==> src/rtl/bcd_serial_add_ctrl.sv <==
// ============================================================================
// Module   : bcd_serial_add_ctrl
// Purpose  : NDIG-digit BCD adder sequencer driving one shared digit adder,
//            least-significant digit first, one digit per clock.
// Revision : 1.0 - initial release
// ============================================================================
`default_nettype none

module bcd_serial_add_ctrl #(
   parameter int NDIG = 4
) (
   input  logic              clk,
   input  logic              rst_n,
   input  logic              start,
   input  logic [4*NDIG-1:0] a,
   input  logic [4*NDIG-1:0] b,
   input  logic              ci,
   output logic [3:0]        dig_a,
   output logic [3:0]        dig_b,
   output logic              dig_ci,
   input  logic [3:0]        dig_s,
   input  logic              dig_co,
   output logic              busy,
   output logic              done,
   output logic [4*NDIG-1:0] sum,
   output logic              co,
   output logic              err
);

   localparam int                 c_IDX_W = (NDIG > 1) ? $clog2(NDIG) : 1;
   localparam logic [c_IDX_W-1:0] c_LAST  = c_IDX_W'(NDIG - 1);

   typedef enum logic [1:0] {
      S_IDLE = 2'd0,
      S_ADD  = 2'd1,
      S_DONE = 2'd2
   } state_t;

   state_t              r_state;
   state_t              w_next_state;
   logic [4*NDIG-1:0]   r_a;
   logic [4*NDIG-1:0]   r_b;
   logic [4*NDIG-1:0]   r_sum;
   logic                r_carry;
   logic                r_co;
   logic                r_err;
   logic [c_IDX_W-1:0]  r_idx;
   logic                w_err;

   // Flags any non-decimal digit on the live operand inputs.
   always_comb begin
      w_err = 1'b0;
      for (int i = 0; i < NDIG; i++) begin
         if ((a[4*i +: 4] > 4'd9) || (b[4*i +: 4] > 4'd9)) begin
            w_err = 1'b1;
         end
      end
   end

   always_ff @(posedge clk or negedge rst_n) begin
      if (!rst_n) begin
         r_state <= S_IDLE;
      end else begin
         r_state <= w_next_state;
      end
   end

   always_comb begin
      w_next_state = r_state;
      dig_a        = 4'd0;
      dig_b        = 4'd0;
      dig_ci       = 1'b0;
      case (r_state)
         S_IDLE: begin
            if (start) begin
               w_next_state = S_ADD;
            end
         end
         S_ADD: begin
            dig_a  = r_a[{r_idx, 2'b00} +: 4];
            dig_b  = r_b[{r_idx, 2'b00} +: 4];
            dig_ci = r_carry;
            if (r_idx == c_LAST) begin
               w_next_state = S_DONE;
            end
         end
         S_DONE: begin
            w_next_state = S_IDLE;
         end
         default: begin
            w_next_state = S_IDLE;
         end
      endcase
   end

   always_ff @(posedge clk or negedge rst_n) begin
      if (!rst_n) begin
         r_a     <= '0;
         r_b     <= '0;
         r_sum   <= '0;
         r_carry <= 1'b0;
         r_co    <= 1'b0;
         r_err   <= 1'b0;
         r_idx   <= '0;
      end else begin
         case (r_state)
            S_IDLE: begin
               if (start) begin
                  r_a     <= a;
                  r_b     <= b;
                  r_carry <= ci;
                  r_idx   <= '0;
                  r_err   <= w_err;
               end
            end
            S_ADD: begin
               // Sum is overwritten digit by digit; no clear on accept.
               r_sum[{r_idx, 2'b00} +: 4] <= dig_s;
               r_carry                    <= dig_co;
               if (r_idx == c_LAST) begin
                  r_co  <= dig_co;
                  r_idx <= '0;
               end else begin
                  r_idx <= r_idx + 1'b1;
               end
            end
            default: begin
            end
         endcase
      end
   end

   assign busy = (r_state != S_IDLE);
   assign done = (r_state == S_DONE);
   assign sum  = r_sum;
   assign co   = r_co;
   assign err  = r_err;

endmodule

`default_nettype wire

==> config.mk <==
export PLATFORM = sky130hd
export DESIGN_NAME = bcd_serial_add_ctrl
export DESIGN_NICKNAME = d
export VERILOG_FILES = /design/src/rtl/bcd_serial_add_ctrl.sv
export SDC_FILE = /design/constraint.sdc
export NUM_CORES = 1
export LEC_CHECK = 0
export CAP_MARGIN = 5
export CORE_MARGIN = 2
export CORE_UTILIZATION = 40
export CTS_CLUSTER_SIZE = 28
export DETAILED_ROUTE_END_ITERATION = 8
export GPL_ROUTABILITY_DRIVEN = 0
export PLACE_DENSITY = 0.73
export SLEW_MARGIN = 20
export SYNTH_ARGS = -nofsm -noshare
export SYNTH_HDL_FRONTEND = slang
export SYNTH_SLANG_ARGS = --single-unit
==> constraint.sdc <==
create_clock -name clk -period 2.5 [get_ports clk]
set_input_delay 0.75 -clock clk [delete_from_list [all_inputs] [get_ports clk]]
set_output_delay 0.75 -clock clk [all_outputs]
set_load 0.005 [all_outputs]
# After elaboration in Yosys (flattened, before gate mapping)
# Cells that the tools add are included.
# totals
reg_bits	55
in_bits	41
out_inout_bits	29
elab_cells	54
# classes
add_sub_neg	2
n_lt_le_gt_ge	8
eq_ne	5
shifts	4
n_mux	16
reduce_logical	11
# ops
cell	n
4-bit > comparator (second input constant)	8
16-bit by 5-bit indexed part select with 4-bit output	2
16-bit bitwise mux	1
4-bit by 6-bit variable shift with 16-bit output (first input constant)	1
4-bit by 6-bit indexed part select with 16-bit output	1
2-bit 2-to-1 mux	4
4-bit 2-to-1 mux	2
2-bit case mux with 2 select lines	2
2-bit AND reduction	4
1-bit 2-to-1 mux	6
4-bit negation with 6-bit output	1
2-bit equality test (second input constant)	2
1-bit logical OR	4
2-bit inequality test (second input constant)	2
2-bit nonzero test	2
2-bit by 1-bit adder with 2-bit output (second input constant)	1
2-bit by 1-bit equality test with 1-bit output (second input constant)	1
2-bit zero test	1
1-bit case mux with 2 select lines	1

# Depth between registers and ports, before layout
# Gate-level depths: netlist of the first run.
# logic_depth
ltp_word	6
ltp_mapped	7
depth_no_buf	5

# Worst setup path after synthesis of the first run
# No wires, ideal clock.
# synth_path
kind	register to output
startpoint	reg r_idx[0]
endpoint	out dig_a[0]
t_arrival_ns	1.301
required_time_ns	1.750
setup_slack_ns	0.449
path_stages_with_launch	5
n_path_buf	2
cell_sequence	dfrtp_1 buf_6 buf_12 mux4_2 and2_1
# synth_via
elab_chain_cells	2
# synth_lines
item	line_no	text
start, declared	47	logic [c_IDX_W-1:0] r_idx;
start signal, assigned	124	r_idx <= r_idx + 1'b1;
16-bit by 5-bit indexed part select with 4-bit output	80	dig_a = r_a[{r_idx, 2'b00} +: 4];
4-bit 2-to-1 mux	73	case (r_state)
end, declared	18	output logic [3:0] dig_a,
# No other way between the ends.

# Worst setup path after layout of the first run
# layout_path
startpoint	reg r_idx[0]
endpoint	out dig_b[2]
# layout_via
elab_chain_cells	2
# layout_lines
item	line_no	text
16-bit by 5-bit indexed part select with 4-bit output	81	dig_b = r_b[{r_idx, 2'b00} +: 4];
4-bit 2-to-1 mux	73	
end, declared	19	output logic [3:0] dig_b,
# No other way between the ends.

==> results.ini, run 1 <==
[clock_tree]
cts.sinks=55
tritoncts=yes
cts_max_level=2
clockBufferDepth=2
cts_made_buffers=5
path_clk_slew_ps=90
clk_latency_ps=300
root_buffer=clkbuf_8

[synthesis]
synth_nets=294
yosys_warnings=0
synth_top_cell_by_area=dfrtp_1
async_flop_share_pct=100
synthCells=247
ys_types=33
synth_area_um2=2640
yosys-top-cells-count=100 x nand2_1, 55 x dfrtp_1, 13 x a22o_1, 10 x and2_1, 10 x o21ai_0
syn_avg_cell_area_um2=10.7
synth_most_common_cell=nand2_1
synth-edff-count=0
ys_seq_area_share_pct=52.1
synth_seq_cells=55
synth_ff_type=dfrtp_1
netlist.area_leader.share_pct=52.1
synth.top_cells.by_area=dfrtp_1 52%, nand2_1 14%, mux4_2 6.8%, a22o_1 4.3%, ha_1 2.8%

[pwr]
power_density_nw_per_um2=1150
ir_drop_mv=0.542
p_leak_nw=1.68

[place]
io_buffer_count=69
dp_hpwl_um=4380
place_inst=392

[critical_path]
cp-start-kind=flip-flop
cp_slowest_cell=mux4_2
max_stage_delay_ps=490
cp.required_ps=1750
critPathMaxFanout=3
crit_type=flip-flop to output port
crit_chain=buf_6 > buf_6 > mux4_2 > and2_4 > clkbuf_2
cpMostUsedCell=buf_6
cp-end-kind=output port
arrival_ps=1690
rrSetupSlack_ps=200

[timing]
setup_tns_ps=0
setup_violations=0
worst_hold_slack_ps=396
hold_viol_final=0
grt_setup_unrepaired=yes
slew_viol_final=0
fin_skew_ps=5.11
timing.fmax_mhz=410
worst_pin_slew_ps=553
post-route-min-period_ps=2440
fin_crit_sh_pct=97.5
relSlewSlack_pct=62.8

[routing]
vias=2026
top_layer=met4
wl_met2_um=2930
drc=0
wl_per_cell_um=15.0
wl_met3_um=357
final_antenna_net_count=0
viasPerCell=5.03
drt_iter0_drc=54
wirelength_met1_um=2710
dr.pass1.iters=4
totalWireLength_um=6060

[layout]
layout.cells.non_filler=403
fin_util_pct=55.7
final_net_count=372
syn2layout_area_growth_pct=34.0
drive_gt1_share_pct=16.3
antennaDiodeCount=0

[floorplanning]
coreArea_um2=6350
dieWidth_um=85.2
ioPinCount=70
die-area_um2=7270
num_rows=29
die_h_um=85.2
initial_utilization_pct=41.6

[global_route]
grt_pass1_vias=2097
grt_pass1_wl_um=10100
antenna_found_initial=0
grt_max_degree=37
grt_use_total_pct=17.8
grt-ovfl-total=0

[min_path]
hold_path_class=input port to async pin

[flow_run]
cap_violations=0

[run_status]
outcome=finished clean

## per-stage QoR
stage	total power, W	instance area (um^2)	setup slack, ps
after CTS	0.00411	3550	-34.9
final	0.00408	3540	62.5
after detailed placement	0.00348	3400	114
after global routing	0.00438	3540	-4.65
after floorplan	0.00270	2640	449
after global placement	0.00343	3400	119
## sequential cells by signal, summed over array words and instances, names as in the netlist
signal	cells
sum	16
r_b	16
err	1
r_idx	2
r_state	2
r_a	16
co	1
r_carry	1
## repair_timing
item,in CTS,in global routing
buffers inserted,4,0
pin swaps,7,0
endpoints found under the setup margin,8,6
resized for setup,36,7
hold buffers,0,0
cloned,0,0
## power breakdown
group	total, W	switching, W	internal, W
Sequential	0.00151	0.000225	0.00128
Clock	0.000530	0.000276	0.000253
Combinational	0.00204	0.000910	0.00113
Total	0.00408	0.00141	0.00266
## cells by family after synthesis
| logic type | after synthesis | synth area share [%] |
|---|---|---|
| flip-flops | 55 | 52.1 |
| adder cells (fa/ha/maj) | 6 | 2.84 |
| AND/OR/NAND/NOR | 132 | 24.6 |
| buffers and inverters | 16 | 5.21 |
| AO/OA/AOI/OAI | 29 | 7.92 |
| multiplexers | 9 | 7.25 |
## critical path: cells and delay by family (launching register included)
| family | cells | cell delay (ps) |
|---|---|---|
| DFF | 1 | 410 |
| muxes | 1 | 490 |
| buffers and inverters | 3 | 320 |
| and+or+nand+nor | 1 | 170 |
## cells in the final DEF (no fill, tap or decap), types with 6 or more instances in the layout
cell type	count
a22o_1	13
and2_4	6
nand2_1	100
clkdlybuf4s50_1	60
ha_1	6
clkbuf_8	7
o21ai_0	10
mux4_2	8
dfrtp_1	54
buf_6	8
buf_4	8
## final timing paths
path | from | to | depth (start not counted)
worst max-delay path | r_idx[0]$_DFFE_PN0P_ | dig_b[2] | 5
worst min-delay path | rst_n | sum[2]$_DFFE_PN0P_ | 1
worst max register to register | r_idx[0]$_DFFE_PN0P_ | sum[11]$_DFFE_PN0P_ | 8
worst min register to register | r_b[11]$_DFFE_PN0P_ | r_b[11]$_DFFE_PN0P_ | 2
max in group asynchronous | rst_n | r_idx[0]$_DFFE_PN0P_ | 2
min in group clk | r_b[11]$_DFFE_PN0P_ | r_b[11]$_DFFE_PN0P_ | 2
## layer usage
layer,GRT usage (%),vias to the layer above
met5,0,-
met4,4.18,0
met1,23.3,980
met3,4.96,7
met2,29.5,57
li1,-,982
## cell type report
type                    instances  area [um^2]
repair buffers                 84          811
multi-input cells             176         1140
flip-flops and latches         55         1380
inverters                       3         11.3
clock buffers                   8          100
well taps                      77         96.3
fillers                       572         2810
(Power assumes the default switching activity.)
==> run 2: changes to the inputs <==
==> constraint.sdc (replaced) <==
create_clock -name clk -period 3.1 [get_ports clk]
set_input_delay 0.93 -clock clk [delete_from_list [all_inputs] [get_ports clk]]
set_output_delay 0.93 -clock clk [all_outputs]
set_load 0.005 [all_outputs]
==> results.ini, run 2 (synthesized netlist as in run 1, its figures left out) <==
[run_status]
outcome=finished clean

[clock_tree]
cts_setup_buffers=0
clockBufferDepth=2
cts_max_level=2
cts_made_buffers=5
tritoncts=yes
clk_latency_ps=300
path_clk_slew_ps=90
cts.sinks=55
root_buffer=clkbuf_8
cts_hold_buf=0

[floorplanning]
coreArea_um2=6350
die-area_um2=7270
ioPinCount=70
num_rows=29
dieWidth_um=85.2
initial_utilization_pct=41.6
die_h_um=85.2

[pwr]
power_w=0.00312
p_leak_nw=1.61
ir_drop_mv=0.387
power_density_nw_per_um2=905

[timing]
relSlewSlack_pct=64.6
fin_crit_sh_pct=95.3
worst_pin_slew_ps=526
timing.fmax_mhz=339
post-route-min-period_ps=2950
setup_tns_ps=0
grt_setup_unrepaired=no
fin_skew_ps=10.2
slew_viol_final=0
hold_viol_final=0
setup_violations=0

[routing]
vias=2015
wl_per_cell_um=14.9
drt_iter0_drc=52
totalWireLength_um=5890
drc=0
dr.pass1.iters=4
viasPerCell=5.09
final_antenna_net_count=0

[critical_path]
cp.required_ps=2170
cp-start-kind=flip-flop
critPathMaxFanout=9
arrival_ps=2020
cp-end-kind=output port
crit_type=flip-flop to output port

[layout]
final_net_count=365
drive_gt1_share_pct=10.0
mostFrequentLayoutCells=100 x nand2_1, 68 x clkdlybuf4s50_1, 54 x dfrtp_1
fillers=574
fin_util_pct=54.3
antennaDiodeCount=0
final_area_um2=3450
final_common_cell=nand2_1
syn2layout_area_growth_pct=30.7

[place]
io_buffer_count=69
dp_hpwl_um=4320
post_dp_cell_area_um2=3370

[global_route]
grt_pass1_vias=2045
grt_use_total_pct=17.2
grt_max_degree=56
grt-ovfl-total=0
grt_pass1_wl_um=9860
antenna_found_initial=0

[flow_run]
cap_violations=0

[min_path]
hold_path_class=flip-flop to flip-flop

run 2: changes by cell type in the layout (fill, tap and decap cells not counted):
cell / before / now
buf_2: 3 / 1
clkinv_2: 0 / 1
clkdlybuf4s50_1: 60 / 68
clkbuf_2: 3 / 0
and2_1: 4 / 10
clkbuf_8: 7 / 5
clkdlybuf4s15_1: 1 / 0
buf_6: 8 / 0
buf_4: 8 / 7
clkbuf_1: 1 / 2
and2_4: 6 / 0
run 2: critical path, stage by stage (launching register included):
cell and delay (ps):
dfrtp_2 570, mux4_2 550, and2_1 180, clkdlybuf4s50_1 440
run 2: area by class of cell:
cell class	count	area (um^2)	share of cell area [%]
Clock buffer	7	76.3	2.21
Clock inverter	1	5.00	0.145
Inverter	3	11.3	0.326
Multi-Input combinational cell	176	1130	32.6
Sequential cell	55	1380	39.9
Tap cell	77	96.3	2.79
Timing Repair Buffer	77	758	22.0
run 2: worst paths after layout:
path,from,end,slack (ps),cells past startpoint
worst max-delay path,r_idx[0]$_DFFE_PN0P_,dig_b[2],150,3
worst min register to register,r_a[6]$_DFFE_PN0P_,r_a[6]$_DFFE_PN0P_,480,2
min in group asynchronous,rst_n,r_a[15]$_DFFE_PN0P_,620,2
worst max register to register,r_idx[0]$_DFFE_PN0P_,sum[10]$_DFFE_PN0P_,830,6
worst min-delay path,r_a[6]$_DFFE_PN0P_,r_a[6]$_DFFE_PN0P_,480,2
max in group asynchronous,rst_n,r_idx[0]$_DFFE_PN0P_,2230,2
run 2: layer usage:
layer,GRT usage (%),vias up,wire [um]
met4,3.75,0,41
li1,-,968,-
met5,0,-,0
met2,28.3,69,2890
met3,5.54,5,420
met1,22.3,973,2530
run 2: power by group:
part           total [W]  switching (W)  internal (W)  leakage (nW)
registers        0.00125       0.000212       0.00103         0.696
clock network   0.000378       0.000218      0.000159        0.0422
logic            0.00150       0.000661      0.000838         0.872
total            0.00312        0.00109       0.00203          1.61
run 2: metrics by stage:
stage / instances / worst slack, ps / hold WS, ps
5_1_grt: 396 / 34.2 / 502
3_5_place_dp: 388 / 261 / 461
2_1_floorplan: 247 / 869 / 439
4_1_cts: 396 / 103 / 485
6_report: 396 / 146 / 481
3_3_place_gp: 388 / 254 / 453
run 2: timing repair:
item / CTS / global route
endpoints found under the hold margin: 0 / 0
gates resized for setup: 1 / 0
setup endpoints to repair: 8 / 0
